## src/rtl/fifo_stream_reader.sv

```systemverilog
// Purpose: read-side master for the dual-clock FIFO that turns pops into a framed valid/ready stream.
// Latency: pop issued in cycle N, word presented with m_valid in cycle N+2, one word per cycle sustained.
// Backpressure: m_ready low parks words in a 2-entry buffer and pops stop once buffer plus in-flight reach 2.
module fifo_stream_reader #(
  parameter int DWIDTH  = 16,
  parameter int PKT_LEN = 4,
  parameter int CNTW    = 8
) (
  input  logic              rd_clk,
  input  logic              rstn,
  input  logic              enable,
  input  logic              fifo_empty,
  input  logic [DWIDTH-1:0] fifo_data,
  output logic              fifo_rd_en,
  output logic              m_valid,
  input  logic              m_ready,
  output logic [DWIDTH-1:0] m_data,
  output logic              m_last,
  output logic [CNTW-1:0]   pkt_cnt,
  output logic              busy
);

  localparam logic [7:0] LAST_IDX = 8'(PKT_LEN - 1);

  logic [DWIDTH-1:0] head_q;
  logic [DWIDTH-1:0] tail_q;
  logic [1:0]        occ;
  logic              inflight;
  logic [7:0]        word_idx;
  logic              pop;
  logic [2:0]        pending_cnt;

  assign m_valid = (occ != 2'd0);
  assign m_data  = head_q;
  assign m_last  = m_valid && (word_idx == LAST_IDX);
  assign busy    = inflight || m_valid;
  assign pop     = m_valid && m_ready;

  // Words that will still occupy the buffer next cycle; a new pop is only
  // allowed if its returning word is guaranteed a free slot.
  assign pending_cnt = {1'b0, occ} + {2'b00, inflight} - {2'b00, pop};
  assign fifo_rd_en  = rstn && enable && !fifo_empty && (pending_cnt < 3'd2);

  // Track the FIFO's one-cycle read latency: a pop now means data arrives next cycle.
  always_ff @(posedge rd_clk or negedge rstn) begin
    if (!rstn) begin
      inflight <= 1'b0;
    end else begin
      inflight <= fifo_rd_en;
    end
  end

  // Two-entry buffer: shift on pop, returning word lands right after the surviving entries.
  always_ff @(posedge rd_clk or negedge rstn) begin
    if (!rstn) begin
      head_q <= '0;
      tail_q <= '0;
      occ    <= 2'd0;
    end else begin
      case ({inflight, pop})
        2'b01: begin
          head_q <= tail_q;
          occ    <= occ - 2'd1;
        end
        2'b10: begin
          if (occ == 2'd0) begin
            head_q <= fifo_data;
          end else begin
            tail_q <= fifo_data;
          end
          occ <= occ + 2'd1;
        end
        2'b11: begin
          if (occ == 2'd1) begin
            head_q <= fifo_data;
          end else begin
            head_q <= tail_q;
            tail_q <= fifo_data;
          end
        end
        default: begin
        end
      endcase
    end
  end

  // Packet framing: advance the word index on every accepted word, count completed packets.
  always_ff @(posedge rd_clk or negedge rstn) begin
    if (!rstn) begin
      word_idx <= 8'd0;
      pkt_cnt  <= '0;
    end else if (pop) begin
      if (m_last) begin
        word_idx <= 8'd0;
        pkt_cnt  <= pkt_cnt + CNTW'(1);
      end else begin
        word_idx <= word_idx + 8'd1;
      end
    end
  end

  // A returning word must never find the buffer full with nothing leaving.
  a_no_overflow: assert property (@(posedge rd_clk) disable iff (!rstn)
    (occ != 2'd3) && !(inflight && (occ == 2'd2) && !pop));

endmodule

```

## config.mk

```make
export PLATFORM = sky130hd
export DESIGN_NAME = fifo_stream_reader
export DESIGN_NICKNAME = d
export VERILOG_FILES = /design/src/rtl/fifo_stream_reader.sv
export SDC_FILE = /design/constraint.sdc
export NUM_CORES = 1
export LEC_CHECK = 0
export CAP_MARGIN = 20
export CORE_ASPECT_RATIO = 1.25
export CORE_UTILIZATION = 56
export CTS_BUF_LIST = sky130_fd_sc_hd__clkbuf_4 sky130_fd_sc_hd__clkbuf_8
export CTS_CLUSTER_DIAMETER = 200
export CTS_CLUSTER_SIZE = 8
export DETAILED_ROUTE_END_ITERATION = 12
export MAX_ROUTING_LAYER = met4
export PLACE_DENSITY_LB_ADDON = 0.2
export SYNTH_ARGS = -nofsm -noshare
export SYNTH_HDL_FRONTEND = slang
export SYNTH_SLANG_ARGS = --single-unit
```

## constraint.sdc

```tcl
create_clock -name rd_clk -period 4.6 [get_ports rd_clk]
set_input_delay 0.46 -clock rd_clk [delete_from_list [all_inputs] [get_ports rd_clk]]
set_output_delay 0.46 -clock rd_clk [all_outputs]
set_load 0.01 [all_outputs]
```

After elaboration in Yosys (flattened, before gate mapping)
Cells that the tools add are included.
{ "word_totals": {"ff_bits": 51} }
{ "classes": {"n_addsub": 6, "n_reduce_logical": 15, "mux": 8, "n_lt_le_gt_ge": 1, "n_eq_ne": 8} }
{ "op_table": {"columns": ["operator", "count"], "rows": [
  ["$mux W16", 4],
  ["$pmux W16 S3", 1],
  ["$pmux W16 S2", 1],
  ["$add A8 B1 Y8 const B", 2],
  ["$eq A8 B2 Y1 const B", 1],
  ["$mux W8", 1],
  ["$ne A2 B2 Y1 const B", 3],
  ["$reduce_bool A2 Y1", 3],
  ["$logic_and A1 B1 Y1", 5],
  ["$eq A2 B1 Y1 const B", 2],
  ["$eq A2 B2 Y1 const B", 2],
  ["$pmux W2 S2", 1],
  ["$reduce_and A2 Y1", 2],
  ["$add A2 B1 Y3", 1],
  ["$lt A3 B2 Y1 const B", 1],
  ["$reduce_and A3 Y1", 1],
  ["$reduce_bool A3 Y1", 1],
  ["$sub A3 B1 Y3", 1],
  ["$add A2 B1 Y2 const B", 1],
  ["$logic_not A2 Y1", 1],
  ["$sub A2 B1 Y2 const B", 1],
  ["$logic_not A1 Y1", 1],
  ["$logic_or A1 B1 Y1", 1]
]} }

Depth between registers and ports, before layout
{ "depth": {"word_depth": 5, "ltp_mapped": 12, "mapped_depth_nobuf": 10} }

Least setup slack after synthesis
No wires, ideal clock.
{ "synth_timing": {"path_type": "register to output", "startpoint": "reg occ[1]", "endpoint": "out fifo_rd_en", "setup_slack_ns": 1.976, "required_time_ns": 4.140, "t_arrival_ns": 2.164, "stages_incl_launch_ff": 11, "path_cell_list": "dfrtp_1 -> inv_1 -> ha_1 -> inv_2 -> nand2_4 -> inv_2 -> ha_1 -> nand2b_1 -> fa_1 -> nand4b_1 -> nor2_1"} }
{ "synth_between": {"elab_chain_cells": 5, "word_cells_on_any_way": 6, "classes_between": "add/sub: 2; order compare: 1; reduce/logical: 3"} }
{ "synth_rtl": {"columns": ["item", "line_no", "rtl"], "rows": [
  ["start, declared", "27", "logic [1:0] occ;"],
  ["start signal, assigned", "63", "occ <= occ - 2'd1;"],
  ["start signal, assigned", "71", "occ <= occ + 2'd1;"],
  ["$reduce_bool A2 Y1", "33", "assign m_valid = (occ != 2'd0);"],
  ["via m_valid", "15", "output logic m_valid,"],
  ["$logic_and A1 B1 Y1", "37", "assign pop = m_valid && m_ready;"],
  ["via pop", "30", "logic pop;"],
  ["$sub A3 B1 Y3", "41", "assign pending_cnt = {1'b0, occ} + {2'b00, inflight} - {2'b00, pop};"],
  ["$lt A3 B2 Y1", "42", "assign fifo_rd_en = rstn && enable && !fifo_empty && (pending_cnt < 3'd2);"],
  ["$logic_and A1 B1 Y1", "42", null],
  ["end, declared", "14", "output logic fifo_rd_en,"]
]} }
The timed path passes the listed nets, and every way through them passes these cells.

Worst setup path after layout
{ "layout_timing": {"startpoint": "reg occ[1]", "endpoint": "out fifo_rd_en"} }
{ "layout_between": {"elab_chain_cells": 5, "word_cells_on_any_way": 6, "classes_between": "add/sub: 2; order compare: 1; reduce/logical: 3"} }
{ "layout_rtl": {"columns": ["item", "line_no"], "rows": [
  ["$reduce_bool A2 Y1", "33"],
  ["$logic_and A1 B1 Y1", "37"],
  ["via pop", "30"],
  ["$sub A3 B1 Y3", "41"],
  ["$lt A3 B2 Y1", "42"],
  ["$logic_and A1 B1 Y1", "42"]
]} }
The timed path passes the listed nets, and every way through them passes these cells.

==> impl_metrics.env <==
export IMPL_synth_top_area_share_pct=55.56
export IMPL_fin_skew_ns=0.008579
export IMPL_cts_root_buf="clkbuf_8"
export IMPL_yosys_warnings=0
export IMPL_gp_congestion=0.7288
export IMPL_drt_iter0_drc=79
export IMPL_synth_edff_count=0
export IMPL_io_buffers=48
export IMPL_drc=0
export IMPL_syn_to_final_growth_pct=28.27
export IMPL_status="completed"
export IMPL_cts_made_buffers=5
export IMPL_slew_headroom_pct=42.53
export IMPL_ys_top_cells_by_count="dfrtp_1, nand2_1, mux2_2, o21ai_0, a22oi_1"
export IMPL_syn_instance_count=193
export IMPL_met2_usage_pct=37.33
export IMPL_io_pins=49
export IMPL_rsz0062_at_grt="false"
export IMPL_reg2reg_depth=8
export IMPL_synth_ff_type="dfrtp_1"
export IMPL_clk_pin_slew_worst_paths_ns=0.09
export IMPL_synth_area_um2=2297
export IMPL_clk_latency_ns=0.30
export IMPL_cellLeakagePower_nw=1.324
export IMPL_worst_slew_pin_slew_ns=0.8595
export IMPL_critPathMaxFanout=8
export IMPL_antenna_found_initial=0
export IMPL_start_util_pct=59.71
export IMPL_fin_setup_tns_ns=0
export IMPL_antennaDiodeCount=0
export IMPL_whs_ns=0.3251
export IMPL_grt_pass1_wl_um=6803
export IMPL_cts_hold_fix_buffers=0
export IMPL_final_hold_viol_count=0
export IMPL_crit_type="reg2out"
export IMPL_fillers=285
export IMPL_grt_pass1_vias=1570
export IMPL_cts_sinks=51
export IMPL_grt_start_max_net_pins=52
export IMPL_cp_end_kind="primary output"
export IMPL_setup_violations=0
export IMPL_syn_nets=222
export IMPL_worstHoldPathType="in2async"
export IMPL_synth_most_common_cell="dfrtp_1"
export IMPL_ys_ff_latch=51
export IMPL_grt_ovfl_total=0
export IMPL_die_x_um=59.29
export IMPL_vias=1580
export IMPL_finalCritPeriodShare_pct=77.08
export IMPL_critical_path_required_ns=4.14
export IMPL_drv_cap=0
export IMPL_h_tree_depth=2
export IMPL_yosys_top_cells_area="dfrtp_1, mux2_2, a22oi_1, nand2_1, xnor2_1"
export IMPL_cts_resized_gates=0
export IMPL_layout_nets=272
export IMPL_fin_crit_ns=3.545
export IMPL_final_area_um2=2947
export IMPL_p_per_area_nw_per_um2=547.5
export IMPL_dpl_hpwl_um=2809
export IMPL_fin_ws_ns=1.055
export IMPL_postCtsSetupRepairBufs=0
export IMPL_clockBufferDepth=2
export IMPL_die_y_um=73.61
export IMPL_routed_wl_um=4023
export IMPL_cp_start_kind="flip-flop"
export IMPL_arrival_ns=3.09
export IMPL_drive_above_1_share_pct=16.80
export IMPL_synth_top_area_cell="dfrtp_1"
export IMPL_die_area_um2=4364
export IMPL_dr_pass1_iters=4
export IMPL_avgSynthCellArea_um2=11.90
export IMPL_grt_busiest_layer="met2"
export IMPL_row_count=25
export IMPL_track_usage_pct=21.41
export IMPL_via_per_inst=5.302
export IMPL_core_area_um2=3847
export IMPL_grt_use_met1_pct=24.17
export IMPL_async_flop_share_pct=100.0
export IMPL_slew_viol_final=0
export IMPL_cts_tree="done"
export IMPL_pre_cts_ws_ns=1.270
export IMPL_placed_cells=289
export IMPL_grt_met3_usage_pct=4.577
export IMPL_clock_fmax_ghz=0.2820
export IMPL_synth_distinct_cells=35
export IMPL_placed_area_um2=2814
export IMPL_final_antenna_net_count=0
export IMPL_peakVddDrop_v=0.0004030
export IMPL_wl_per_cell_um=13.50
export IMPL_ys_seq_area_share_pct=55.56
export IMPL_instances_no_fill=298
-- routing by layer --
layer  up-vias  share of wire [%]  routed length (µm)
met4         0               0.97                  39
met3         4                3.3                 134
li1        775                  -                   -
met1       767                 44                1766
met5         -                  0                   0
met2        34                 52                2082
-- path summary, 6_finish.rpt --
kind	start	to	slack, ns
worst max-delay path	occ[1]	fifo_rd_en	1.05
worst min register to register	m_data[2]	m_data[2]	0.48
min in group rd_clk	rstn	inflight	0.48
max in group asynchronous	rstn	tail_q[7]	3.87
worst min-delay path	rstn	tail_q[2]	0.33
worst max register to register	occ[1]	tail_q[7]	2.11
-- kinds of logic (layout without fill, tap and decap cells) --
logic type,after synthesis,in the layout,synth area share [%]
buf+inv,14,65,2.941
simple gates,49,49,11.38
mux,18,18,8.769
xor+xnor,15,15,6.046
compound gates,38,38,10.62
flops,51,51,55.56
fa+ha+maj,8,8,4.684
-- flip-flops by register name, summed over array words and instances (netlist names) --
name,cells
m_data,16
tail_q,16
pkt_cnt,8
word_idx,8
occ,2
inflight,1
-- through the flow --
stage               power, mW  utilization, %
floorplan               1.067               -
global placement        1.277           73.14
detailed placement      1.302           73.14
CTS                     1.619           76.20
global route            1.733           76.59
finish                  1.613           76.59
-- worst max-delay path, stage by stage, from the launching register on --
cell and delay (ns):
dfrtp_1 0.44, inv_1 0.10, ha_1 0.26, inv_2 0.08, nand2_4 0.08, inv_2 0.07
ha_1 0.32, nand2b_1 0.17, fa_1 0.49, nand4b_1 0.09, nor2_1 0.14, clkdlybuf4s50_1 0.55
-- power breakdown --
part / internal, mW / switching [mW] / total [mW]
combinational: 0.331 / 0.260 / 0.591
clock: 0.176 / 0.138 / 0.314
sequential: 0.606 / 0.102 / 0.708
-- area by class of cell --
cell class	instances	area (µm²)	area share, %
flip-flops and latches	51	1276	43.31
multi-input cells	128	957.2	32.48
repair buffers	51	505.5	17.15
clock buffers	6	82.58	2.803
well taps	54	67.56	2.293
clock inverters	2	35.03	1.189
inverters	6	22.52	0.7643
-- cell usage in the layout, fill, tap and decap left out, types with 2 or more instances in the layout --
cell / instances
clkbuf_8: 6
xnor2_1: 11
inv_2: 2
nor2_1: 2
o21ai_0: 17
ha_1: 7
buf_4: 2
inv_1: 4
a22oi_1: 16
and3_2: 2
and3_1: 2
nand4_1: 6
nand2_1: 26
dfrtp_1: 51
clkdlybuf4s50_1: 47
nor3_1: 2
xor2_1: 3
mux2_2: 17
nand2b_1: 2
Power figures use the tool's default switching activity.
